File: config.mk
export PLATFORM = sky130hd
export DESIGN_NAME = prelude_ctrl_flat
export DESIGN_NICKNAME = d
export VERILOG_FILES = /design/src/rtl/prelude_pkg.sv /design/src/rtl/prelude_if.sv /design/src/rtl/prelude_ctrl.sv /design/src/flat_wrapper.sv
export SDC_FILE = /design/constraint.sdc
export NUM_CORES = 1
export LEC_CHECK = 0
export BUFFER_PORTS_ARGS = -buffer_cell sky130_fd_sc_hd__buf_2
export CAP_MARGIN = 5
export CORE_MARGIN = 2
export CORE_UTILIZATION = 51
export CTS_CLUSTER_SIZE = 28
export DETAILED_ROUTE_END_ITERATION = 7
export PLACE_DENSITY_LB_ADDON = 0.05
export SYNTH_ARGS = -nofsm -noshare
export SYNTH_HDL_FRONTEND = slang
export SYNTH_SLANG_ARGS = --single-unit
File: constraint.sdc
create_clock -name clk -period 1.99 [get_ports clk]
set_clock_uncertainty 0.05 [all_clocks]
set_input_delay 0.2985 -clock clk [delete_from_list [all_inputs] [get_ports clk]]
set_output_delay 0.2985 -clock clk [all_outputs]
set_load 0.01 [all_outputs]
File: src/rtl/prelude_pkg.sv
// prelude_pkg
// Shared definitions for the Prelude run/halt/step and program-load
// controller: command opcodes, the controller state encoding and the
// default instruction-memory address width.
// No ports; imported with "import prelude_pkg::*".

package prelude_pkg;

  // Default instruction-memory address width (256 locations).
  localparam int PRELUDE_ADDR_W = 8;

  // Command opcodes carried on the byte-wide command stream.
  localparam logic [7:0] CMD_HALT   = 8'h01;
  localparam logic [7:0] CMD_RUN    = 8'h02;
  localparam logic [7:0] CMD_STEP   = 8'h03;
  localparam logic [7:0] CMD_LOAD   = 8'h04;
  localparam logic [7:0] CMD_RESET  = 8'h05;
  localparam logic [7:0] CMD_CLRERR = 8'h06;

  // Controller states. The LD_* states consume payload bytes of a LOAD;
  // STEP and RST are the only states that refuse command bytes.
  typedef enum logic [2:0] {
    IDLE    = 3'd0,
    LD_ADDR = 3'd1,
    LD_LEN  = 3'd2,
    LD_DATA = 3'd3,
    STEP    = 3'd4,
    RST     = 3'd5
  } ctrl_state_t;

endpackage

File: src/rtl/prelude_if.sv
// prelude_if
// Bundles the command handshake, core control and instruction-memory write
// port of the Prelude controller.
// Parameter:
//   ADDR_W     instruction-memory address width
// Signals:
//   cmd_data   command/payload byte            (host -> controller)
//   cmd_valid  byte present                    (host -> controller)
//   cmd_ready  controller accepts byte         (controller -> host)
//   cpu_en     core clock-enable               (controller -> core)
//   cpu_reset  synchronous reset to core PC    (controller -> core)
//   mem_we     instruction-memory write strobe (controller -> memory)
//   mem_addr   write address                   (controller -> memory)
//   mem_wdata  write data                      (controller -> memory)
//   running    free-run mode active            (status)
//   load_done  pulse with the last LOAD write  (status)
//   err        sticky unknown-opcode flag      (status)
// Modports:
//   master  host/observer side (drives cmd_data, cmd_valid)
//   slave   controller side (prelude_ctrl)

interface prelude_if #(
  parameter int ADDR_W = 8
) ();

  logic [7:0]        cmd_data;
  logic              cmd_valid;
  logic              cmd_ready;
  logic              cpu_en;
  logic              cpu_reset;
  logic              mem_we;
  logic [ADDR_W-1:0] mem_addr;
  logic [7:0]        mem_wdata;
  logic              running;
  logic              load_done;
  logic              err;

  modport master (
    output cmd_data,
    output cmd_valid,
    input  cmd_ready,
    input  cpu_en,
    input  cpu_reset,
    input  mem_we,
    input  mem_addr,
    input  mem_wdata,
    input  running,
    input  load_done,
    input  err
  );

  modport slave (
    input  cmd_data,
    input  cmd_valid,
    output cmd_ready,
    output cpu_en,
    output cpu_reset,
    output mem_we,
    output mem_addr,
    output mem_wdata,
    output running,
    output load_done,
    output err
  );

endinterface

File: src/rtl/prelude_ctrl.sv
// prelude_ctrl
// Run/halt/step and program-load controller for the Prelude core. Decodes a
// byte-wide command stream, drives the core clock-enable and PC reset, and
// owns the instruction-memory write port while a LOAD is in progress.
// Parameters:
//   ADDR_W      instruction-memory address width
//   RST_CYCLES  cycles cpu_reset is held for a RESET command (>= 1)
// Ports:
//   clk    system clock
//   reset  asynchronous, active-high reset
//   bus    prelude_if.slave: command handshake, core control, memory write
//          port and status flags

module prelude_ctrl
  import prelude_pkg::*;
#(
  parameter int ADDR_W     = PRELUDE_ADDR_W,
  parameter int RST_CYCLES = 2
) (
  input logic      clk,
  input logic      reset,
  prelude_if.slave bus
);

  localparam int CNT_W = (RST_CYCLES > 1) ? $clog2(RST_CYCLES) : 1;

  ctrl_state_t       r_state;
  ctrl_state_t       w_nextState;

  logic              r_running;
  logic              r_err;
  logic              r_cpuResetHold;
  logic              r_memWe;
  logic [ADDR_W-1:0] r_memAddr;
  logic [7:0]        r_memWdata;
  logic              r_loadDone;
  logic [ADDR_W-1:0] r_addr;
  logic [8:0]        r_remain;
  logic [CNT_W-1:0]  r_rstCnt;

  logic              w_cmdReady;
  logic              w_cpuEn;
  logic              w_cpuReset;
  logic              w_accept;

  // State register. An asynchronous reset aborts any load or step in
  // progress and parks the controller in IDLE.
  always_ff @(posedge clk or posedge reset) begin
    if (reset) begin
      r_state <= IDLE;
    end else begin
      r_state <= w_nextState;
    end
  end

  // Next-state and state-derived outputs. cmd_ready is only dropped in STEP
  // and RST so the host can stream a whole LOAD back-to-back. The core is
  // enabled by free-run mode in IDLE or by the single STEP cycle; every LD_*
  // state and RST keep it stopped. cpu_reset is the post-reset hold OR'd
  // with the RST window.
  always_comb begin
    w_nextState = r_state;
    w_cmdReady  = 1'b0;
    w_cpuEn     = 1'b0;
    w_cpuReset  = r_cpuResetHold;
    case (r_state)
      IDLE: begin
        w_cmdReady = 1'b1;
        w_cpuEn    = r_running;
        if (bus.cmd_valid) begin
          case (bus.cmd_data)
            CMD_STEP:  if (!r_running) w_nextState = STEP;
            CMD_LOAD:  w_nextState = LD_ADDR;
            CMD_RESET: w_nextState = RST;
            default:   w_nextState = IDLE;
          endcase
        end
      end
      LD_ADDR: begin
        w_cmdReady = 1'b1;
        if (bus.cmd_valid) w_nextState = LD_LEN;
      end
      LD_LEN: begin
        w_cmdReady = 1'b1;
        if (bus.cmd_valid) w_nextState = LD_DATA;
      end
      LD_DATA: begin
        w_cmdReady = 1'b1;
        if (bus.cmd_valid && (r_remain == 9'd1)) w_nextState = IDLE;
      end
      STEP: begin
        w_cpuEn     = 1'b1;
        w_nextState = IDLE;
      end
      RST: begin
        w_cpuReset = 1'b1;
        if (r_rstCnt == '0) w_nextState = IDLE;
      end
      default: begin
        w_nextState = IDLE;
      end
    endcase
    w_accept = bus.cmd_valid & w_cmdReady;
  end

  // Command side effects and the load datapath. Payload bytes are only ever
  // interpreted by the LD_* branches, so opcode-valued data is written as
  // data. The remaining-byte counter is 9 bits so a length byte of 0 can
  // stand for a full 256-byte load. Writes are registered: each accepted
  // data byte produces exactly one mem_we cycle, and load_done rides along
  // with the final one.
  always_ff @(posedge clk or posedge reset) begin
    if (reset) begin
      r_running      <= 1'b0;
      r_err          <= 1'b0;
      r_cpuResetHold <= 1'b1;
      r_memWe        <= 1'b0;
      r_memAddr      <= '0;
      r_memWdata     <= 8'h00;
      r_loadDone     <= 1'b0;
      r_addr         <= '0;
      r_remain       <= 9'd0;
      r_rstCnt       <= '0;
    end else begin
      r_memWe    <= 1'b0;
      r_loadDone <= 1'b0;

      if ((r_state == RST) && (r_rstCnt != '0)) begin
        r_rstCnt <= r_rstCnt - CNT_W'(1);
      end

      if (w_accept) begin
        case (r_state)
          IDLE: begin
            case (bus.cmd_data)
              CMD_HALT: begin
                r_running <= 1'b0;
              end
              CMD_RUN: begin
                r_running      <= 1'b1;
                r_cpuResetHold <= 1'b0;
              end
              CMD_STEP: begin
                r_cpuResetHold <= 1'b0;
              end
              CMD_LOAD: begin
                r_running      <= 1'b0;
                r_cpuResetHold <= 1'b0;
              end
              CMD_RESET: begin
                r_running <= 1'b0;
                r_rstCnt  <= CNT_W'(RST_CYCLES - 1);
              end
              CMD_CLRERR: begin
                r_err <= 1'b0;
              end
              default: begin
                r_err <= 1'b1;
              end
            endcase
          end
          LD_ADDR: begin
            r_addr <= ADDR_W'(bus.cmd_data);
          end
          LD_LEN: begin
            r_remain <= (bus.cmd_data == 8'h00) ? 9'd256 : {1'b0, bus.cmd_data};
          end
          LD_DATA: begin
            r_memWe    <= 1'b1;
            r_memAddr  <= r_addr;
            r_memWdata <= bus.cmd_data;
            r_addr     <= r_addr + ADDR_W'(1);
            r_remain   <= r_remain - 9'd1;
            if (r_remain == 9'd1) r_loadDone <= 1'b1;
          end
          default: begin
          end
        endcase
      end
    end
  end

  assign bus.cmd_ready = w_cmdReady;
  assign bus.cpu_en    = w_cpuEn;
  assign bus.cpu_reset = w_cpuReset;
  assign bus.mem_we    = r_memWe;
  assign bus.mem_addr  = r_memAddr;
  assign bus.mem_wdata = r_memWdata;
  assign bus.running   = r_running;
  assign bus.load_done = r_loadDone;
  assign bus.err       = r_err;

endmodule

File: src/flat_wrapper.sv
// flat-port wrapper written by rule: the top's interface ports become plain ports
module prelude_ctrl_flat import prelude_pkg::*;
#(
  parameter int ADDR_W     = PRELUDE_ADDR_W,
  parameter int RST_CYCLES = 2
)
  (clk, reset, bus_cmd_data, bus_cmd_valid, bus_cmd_ready, bus_cpu_en, bus_cpu_reset, bus_mem_we, bus_mem_addr, bus_mem_wdata, bus_running, bus_load_done, bus_err);
  prelude_if #(.ADDR_W(ADDR_W)) bus_i ();
  input logic clk;
  input logic reset;
  input wire logic [$bits(bus_i.cmd_data)-1:0] bus_cmd_data;
  input wire logic [$bits(bus_i.cmd_valid)-1:0] bus_cmd_valid;
  output wire logic [$bits(bus_i.cmd_ready)-1:0] bus_cmd_ready;
  output wire logic [$bits(bus_i.cpu_en)-1:0] bus_cpu_en;
  output wire logic [$bits(bus_i.cpu_reset)-1:0] bus_cpu_reset;
  output wire logic [$bits(bus_i.mem_we)-1:0] bus_mem_we;
  output wire logic [$bits(bus_i.mem_addr)-1:0] bus_mem_addr;
  output wire logic [$bits(bus_i.mem_wdata)-1:0] bus_mem_wdata;
  output wire logic [$bits(bus_i.running)-1:0] bus_running;
  output wire logic [$bits(bus_i.load_done)-1:0] bus_load_done;
  output wire logic [$bits(bus_i.err)-1:0] bus_err;
  assign bus_i.cmd_data = bus_cmd_data;
  assign bus_i.cmd_valid = bus_cmd_valid;
  assign bus_cmd_ready = bus_i.cmd_ready;
  assign bus_cpu_en = bus_i.cpu_en;
  assign bus_cpu_reset = bus_i.cpu_reset;
  assign bus_mem_we = bus_i.mem_we;
  assign bus_mem_addr = bus_i.mem_addr;
  assign bus_mem_wdata = bus_i.mem_wdata;
  assign bus_running = bus_i.running;
  assign bus_load_done = bus_i.load_done;
  assign bus_err = bus_i.err;
  prelude_ctrl #(.ADDR_W(ADDR_W), .RST_CYCLES(RST_CYCLES)) u_core (.clk(clk), .reset(reset), .bus(bus_i));
endmodule
==> results.txt, run 1 <==
* Top-level I/O count: 34
* Setup repair after global routing missed its margin: no
* Run status: finished clean
- Final weighted congestion of routability-driven global placement: 0.881
- After synthesis the netlist holds a flip-flop and latch count of 42.
- Antenna-violating nets left: 0
- Clock transition at the register clock pins on the worst setup and hold paths after CTS: 80 ps
- TritonCTS built the clock tree.
- Counting the fill cells in the layout gives 345.
- IR drop worst, VDD: 0.000702 V
* Hold Worst Slack: 82.3 ps
- For this run, the leading register cell type out of synthesis is sky130_fd_sc_hd__dfrtp_1.
* Remaining global-route overflow: 0
- The number of different library cells used by synthesis comes to 52.
* Critical Path Start Type: register
- Post-Synthesis Mean Instance Area: 9.73 sq um
* Measured slew at the worst slew-check pin: 518 ps
- The share of the Yosys chip area taken by registers is 47.8%.
* Number of antenna violations at the first check in global routing: 0
- The placed instances occupy a cell area of 0.00246 sq mm.
* Height of the die: 69.7 um
- Area of the mapped netlist: 0.00220 sq mm
* Aggregate global-route resource usage: 22.0%
- Sort of element at the end of the critical path: register
- Static timing analysis puts the maximum clock frequency at 524 MHz.
- Final-layout setup total negative slack: 0 ps
- Worst endpoint data arrival time: 2030 ps
* Area added between synthesis and finish: 17.1%
- For this configuration, the core starts out at a cell density of 53.8%.
- Dividing the detail-routed wire length by the instance count gives 16.0 um.
- The die covers 0.00485 sq mm.
- Across the run, the number of max-cap violations was 0.
- Commonest non-fill, non-tap cell in the layout: sky130_fd_sc_hd__dfrtp_1
- Highest-count cells in the layout ignoring fill and taps: 41 x sky130_fd_sc_hd__dfrtp_1, 33 x sky130_fd_sc_hd__buf_2, 18 x sky130_fd_sc_hd__a21oi_1, 18 x sky130_fd_sc_hd__o21ai_0, 16 x sky130_fd_sc_hd__mux2_2
- For the worst setup path, the data required time is 2120 ps.
- Across all layers, the routed design uses 1863 vias.
- Count of endpoints failing hold in the final timing report: 0
- Hold crit path type: in -> async
* Max H-tree Level: 2
- The clock passes through at most 2 buffers.
* Total of warnings raised by yosys: 0
- Number of DRC violations after detailed-routing iteration 0: 114
- The number of global-route vias before repair is 1744.
- In this run the tightest slew margin relative to its limit is 65.4%.
- Maximum number of pins on one net before global-route repair: 43
- After layout, the minimum clock period comes to 1910 ps.
* Fraction of synthesis flops using an asynchronous set or reset pin: 100%
- Crit share post-route: 95.8%
* Biggest fanout along the worst timing path: 3
- The first global-routing pass estimated 8400 um of wire.
* Max Slew Vio Count: 0
* Startpoint-to-endpoint class of the critical path: reg -> reg
- The post-route netlist has 30.1% of its cells at a drive strength greater than 1.
- Counting flops with a built-in enable in the synthesized netlist gives 0.
* Vias/cell: 5.90
- Overall die width: 69.7 um
- Pre-CTS setup slack: 76.3 ps
* Clock Latency Late Sink: 290 ps
* Total of buffers placed on input and output ports: 33
* Total leakage power: 1.13 nW
- The tree built by TritonCTS fans out to 42 sinks.
* Total Routed Length: 5060 um
- The number of antenna diodes in the final layout is 0.
- Floorplan row count: 23
- Number of endpoints failing setup at the final stage: 0
- Clock tree root buffer cell: sky130_fd_sc_hd__clkbuf_8
- Total clock buffers created by CTS: 5
- Summed area of non-filler cells in the final layout: 0.00257 sq mm
- The number of nets in the synthesized netlist is 240.
* Total power density per cell area: 1450 mW/mm^2
- For this run, the post-layout net count is 279.
- Floorplan core area: 0.00409 sq mm
- Number of iterations in the first detailed-routing pass: 4
* DRC violation count after routing: 0
* Final WS setup: 83.3 ps
* HPWL reported at the end of detailed placement: 3560 um
- In the synthesized netlist, the number of instances is 226.
-- cell type report --
cell class	count	area, sq um	share of cell area, %
flip-flops and latches	42	1050	40.9
multi-input cells	158	1050	40.8
repair buffers	48	278	10.8
clock buffers	6	82.6	3.21
well taps	50	62.6	2.43
inverters	10	37.5	1.46
clock inverters	2	12.5	0.486
-- through the flow --
step,utilization [%],instances,total power [W]
finish,63.0,316,0.00373
global route,63.0,316,0.00403
CTS,62.5,315,0.00373
detailed placement,60.2,307,0.00315
global placement,60.2,307,0.00311
floorplan,-,226,0.00256
-- worst max-delay path: stages (launching register included) --
cell,delay [ps]
sky130_fd_sc_hd__dfrtp_1,400
sky130_fd_sc_hd__inv_1,80
sky130_fd_sc_hd__ha_2,170
sky130_fd_sc_hd__or4b_4,460
sky130_fd_sc_hd__or4_4,430
sky130_fd_sc_hd__a21oi_2,120
sky130_fd_sc_hd__o22ai_1,80
-- state kept, by name, indices dropped and copies added, names as in the netlist --
signal	cells
u_core.r_remain	9
u_core.bus.running	1
u_core.r_rstCnt	1
u_core.bus.mem_we	1
u_core.bus.mem_wdata	8
u_core.bus.err	1
u_core.bus.mem_addr	8
u_core.r_cpuResetHold	1
u_core.r_state	3
u_core.r_addr	8
u_core.bus.load_done	1
-- logic make-up (layout without fill, tap and decap cells) --
| kind of cell | after synthesis | in the layout | synth area share [%] |
|---|---|---|---|
| AO/OA/AOI/OAI | 64 | 64 | 18.0 |
| flip-flops | 42 | 42 | 47.8 |
| adder cells (fa/ha/maj) | 3 | 3 | 1.71 |
| buffers and inverters | 26 | 66 | 5.06 |
| multiplexers | 17 | 17 | 8.65 |
| AND/OR/NAND/NOR | 74 | 74 | 18.8 |
-- worst paths after layout --
path / from / endpoint / slack (ps) / cells after the start
min in group clk: bus_cmd_data[5] / u_core.bus.mem_wdata[5] / 260 / 2
worst min register to register: u_core.r_cpuResetHold / u_core.r_cpuResetHold / 430 / 1
worst max-delay path: u_core.r_remain[1] / u_core.r_remain[8] / 80 / 6
worst min-delay path: reset / u_core.bus.mem_wdata[7] / 80 / 3
worst max register to register: u_core.r_remain[1] / u_core.r_remain[8] / 80 / 6
max in group asynchronous: reset / u_core.r_state[2] / 1450 / 3
-- cells in the mapped netlist (2+ instances only) --
cell type / n / share of area (%)
sky130_fd_sc_hd__a22oi_1: 2 / 0.68
sky130_fd_sc_hd__nand3_1: 8 / 1.8
sky130_fd_sc_hd__inv_1: 10 / 1.7
sky130_fd_sc_hd__nor3b_1: 2 / 0.68
sky130_fd_sc_hd__o21ai_0: 18 / 4.1
sky130_fd_sc_hd__clkbuf_1: 10 / 1.7
sky130_fd_sc_hd__o221ai_1: 2 / 0.80
sky130_fd_sc_hd__nor3_1: 7 / 1.6
sky130_fd_sc_hd__nand2_1: 15 / 2.6
sky130_fd_sc_hd__nor2b_1: 2 / 0.57
sky130_fd_sc_hd__buf_2: 5 / 1.1
sky130_fd_sc_hd__ha_1: 3 / 1.7
sky130_fd_sc_hd__and3_1: 3 / 0.85
sky130_fd_sc_hd__o21a_1: 2 / 0.68
sky130_fd_sc_hd__or3_1: 3 / 0.85
sky130_fd_sc_hd__a31oi_1: 3 / 0.85
sky130_fd_sc_hd__nor2_1: 15 / 2.6
sky130_fd_sc_hd__o22a_1: 3 / 1.2
sky130_fd_sc_hd__a21oi_1: 19 / 4.3
sky130_fd_sc_hd__mux2_2: 16 / 8.2
sky130_fd_sc_hd__dfrtp_1: 41 / 47
sky130_fd_sc_hd__nand2b_1: 3 / 0.85
sky130_fd_sc_hd__or4b_1: 2 / 0.91
sky130_fd_sc_hd__o22ai_1: 3 / 0.85
sky130_fd_sc_hd__nor4b_1: 2 / 0.80
-- where the power goes --
part / internal [W] / switching, W
sequential: 0.00120 / 0.000266
combinational: 0.000800 / 0.000895
clock: 0.000279 / 0.000292
total: 0.00228 / 0.00145
-- what timing repair did --
item	in CTS	in global routing
gates resized for setup	0	4
setup endpoints to repair	0	1
buffers inserted	0	1
hold endpoints to repair	0	0
hold buffers	0	0
-- metal layers --
layer	up-vias	global-route usage (%)	share of wire (%)
li1	901	-	-
met1	907	30.4	47
met2	50	34.8	48
met3	5	5.38	4.9
met4	0	5.98	0.91
met5	-	0	0
Power figures use the tool's default switching activity.
==> inputs of run 2 (changes only) <==
CELL_PAD_IN_SITES_DETAIL_PLACEMENT = 2   (was default)
CELL_PAD_IN_SITES_GLOBAL_PLACEMENT = 2   (was default)
CORE_UTILIZATION = 32   (was 51)
PLACE_DENSITY = 0.75   (was default)
PLACE_DENSITY_LB_ADDON = default   (was 0.05)
==> results.txt, run 2 (synthesis gave the netlist of run 1 again) <==
* Final weighted congestion of routability-driven global placement: 0.776
- Total die area: 0.00755 sq mm
- The worst setup path is launched from a register.
- The routed design uses 3410 um of met2 wire.
- Startpoint of the most critical hold path: bus_cmd_data[5]
* Sequential Area: 0.00105 sq mm
* Setup repair after global routing missed its margin: no
* Proportion of power drawn by combinational gates: 45.6%
- Overall die width: 86.9 um
- The clock network accounts for 16.9% of the total power.
- Starting utilization of the core area: 32.7%
- Setup crit end: u_core.r_remain[8]
- Detailed routing placed a total of 110 um of wire on met3.
- Sequential fraction of design power: 37.4%
- Final WS setup: 84.7 ps
* Floorplan core area: 0.00672 sq mm
* Vias/cell: 5.55
* Measured slew at the worst slew-check pin: 703 ps
- The first global-routing pass estimated 11200 um of wire.
- The register with the most flip-flops in the layout has 9 of them.
- Ratio of cells with drive above 1 in the final layout: 31.5%
* Height of the die: 86.9 um
* Clock Tree Buf Depth: 2
* Maximum operating frequency: 525 MHz
* Tightest slew margin relative to the limit: 52.9%
* R2R depth: 6
* Number of max-cap violations: 0
- The worst register-to-register path begins at u_core.r_remain[0].
* Max H-tree Level: 2
- Max Slew Vio Count: 0
- After the last flow step, the layout net total stands at 283.
- The initial antenna violation count came to 0.
* Maximum number of pins on one net before global-route repair: 27
* IR drop worst, VDD: 0.000537 V
* Total power density per cell area: 1510 mW/mm^2
* Highest-count cells in the layout ignoring fill and taps: 41 x sky130_fd_sc_hd__dfrtp_1, 33 x sky130_fd_sc_hd__buf_2, 18 x sky130_fd_sc_hd__a21oi_1, 18 x sky130_fd_sc_hd__o21ai_0, 17 x sky130_fd_sc_hd__buf_4
- TritonCTS built the clock tree.
* Critical path required time: 2130 ps
- The detailed router used layers up to and including met4.
- For this block, the via count after detailed routing is 1944.
* Area added between synthesis and finish: 22.1%
* Area of the multi-input gates: 0.00106 sq mm
- Internal power: 0.00243 W
- Worst setup path start: u_core.r_remain[0]
* Biggest fanout along the worst timing path: 2
* Antenna-violating nets left: 0
* Total Routed Length: 6690 um
* Top-level I/O count: 34
- In this run the clock root is driven by a sky130_fd_sc_hd__clkbuf_8.
* Count of endpoints failing hold in the final timing report: 0
- Pre-CTS setup slack: 49.0 ps
- Post-layout min period: 1910 ps
- The floorplan has 30 rows.
- Final-layout setup total negative slack: 0 ps
- The critical path is of the reg -> reg type.
- Remaining global-route overflow: 0
- Register containing the most flip-flops in the final layout: u_core.r_remain
- DRC violation count after routing: 0
- The clock net in this run drives a total of 42 sinks.
* Sum of routed wire segments on met1: 3090 um
* Sort of element at the end of the critical path: register
* Number of filler instances in the final layout: 742
- Reg-to-reg slack, setup: 80 ps
* Commonest non-fill, non-tap cell in the layout: sky130_fd_sc_hd__dfrtp_1
- Average wire per standard cell: 19.1 um
- Total of buffers placed on input and output ports: 33
* Number of DRC violations after detailed-routing iteration 0: 80
- At the worst endpoint, the arrival time is 2040 ps.
- The worst register-to-register path ends at u_core.r_remain[8].
- Setup violations remaining at the end of the flow were counted as 0.
- Clock Latency Late Sink: 300 ps
* Total net switching power: 0.00163 W
- Global routing used 19.1% of the available tracks.
* Hold crit path type: in -> reg
* Total clock buffers created by CTS: 5
- Summed over all cells, the static leakage comes to 1.16 nW.
- The repair_antennas step left the layout with diodes totalling 0.
* HPWL reported at the end of detailed placement: 4680 um
- Clock-pin slew was measured on the worst setup and hold paths at 90 ps.
- Via count of the first global-routing pass: 2116
- The flow ran to the end, and the final reports show no timing, DRC or antenna violations.
- Net switching share of the total power: 40.1%
* Crit share post-route: 95.7%
- Hold Worst Slack: 229 ps
- Before antenna repair, the detailed router went through 4 iterations.
-- run 2: metrics by stage --
step	cells	power, W	utilization (%)	cell area (sq um)
2_1_floorplan	226	0.00256	-	2200
3_3_place_gp	339	0.00320	37.6	2520
3_5_place_dp	339	0.00330	37.6	2520
4_1_cts	348	0.00402	39.3	2640
5_1_grt	350	0.00440	40.0	2690
6_report	350	0.00405	40.0	2690
-- run 2: worst min-delay path by stage --
stage / end / slack, ps / cells past startpoint
after floorplan: u_core.bus.mem_wdata[3] / 400 / 1
after global placement: u_core.bus.mem_wdata[2] / 300 / 2
after detailed placement: u_core.bus.mem_wdata[2] / 310 / 2
after CTS: u_core.bus.mem_wdata[5] / 220 / 2
after global routing: u_core.bus.mem_wdata[5] / 230 / 2
final: u_core.bus.mem_wdata[5] / 230 / 2
-- run 2: per-layer routing --
metal / global-route usage, % / vias to the layer above
li1: - / 909
met1: 25.4 / 1012
met2: 32.0 / 17
met3: 3.13 / 6
met5: 0 / -
met4: 5.40 / 0
-- run 2: area by class of cell --
type                            instances  area share, %
Clock buffer                            5           2.56
Timing Repair Buffer                   52           12.0
Tap cell                               80           3.73
Multi-Input combinational cell        158           39.6
Sequential cell                        42           39.2
Clock inverter                          3           1.49
Inverter                               10           1.40
-- run 2: worst max-delay path, stage by stage, from the launching register on --
cell and delay, ps:
sky130_fd_sc_hd__dfrtp_1 390, sky130_fd_sc_hd__inv_1 100, sky130_fd_sc_hd__ha_4 140, sky130_fd_sc_hd__or4b_4 460, sky130_fd_sc_hd__or4_4 440, sky130_fd_sc_hd__a21oi_2 130
sky130_fd_sc_hd__o22ai_1 80
-- run 2: repair_timing --
item / CTS / global route
hold endpoints to repair: 15 / 0
resized for setup: 0 / 7
hold buffers: 1 / 0
setup buffers: 0 / 2
setup endpoints to repair: 0 / 4
-- run 2: power by group through the flow --
stage	clock [W]	sequential (W)	combinational, W
6_report	0.000686	0.00152	0.00185
5_1_grt	0.000742	0.00158	0.00208
4_1_cts	0.000704	0.00152	0.00179
3_5_place_dp	0	0.00153	0.00177
3_3_place_gp	0	0.00150	0.00170
2_1_floorplan	0	0.00152	0.00104
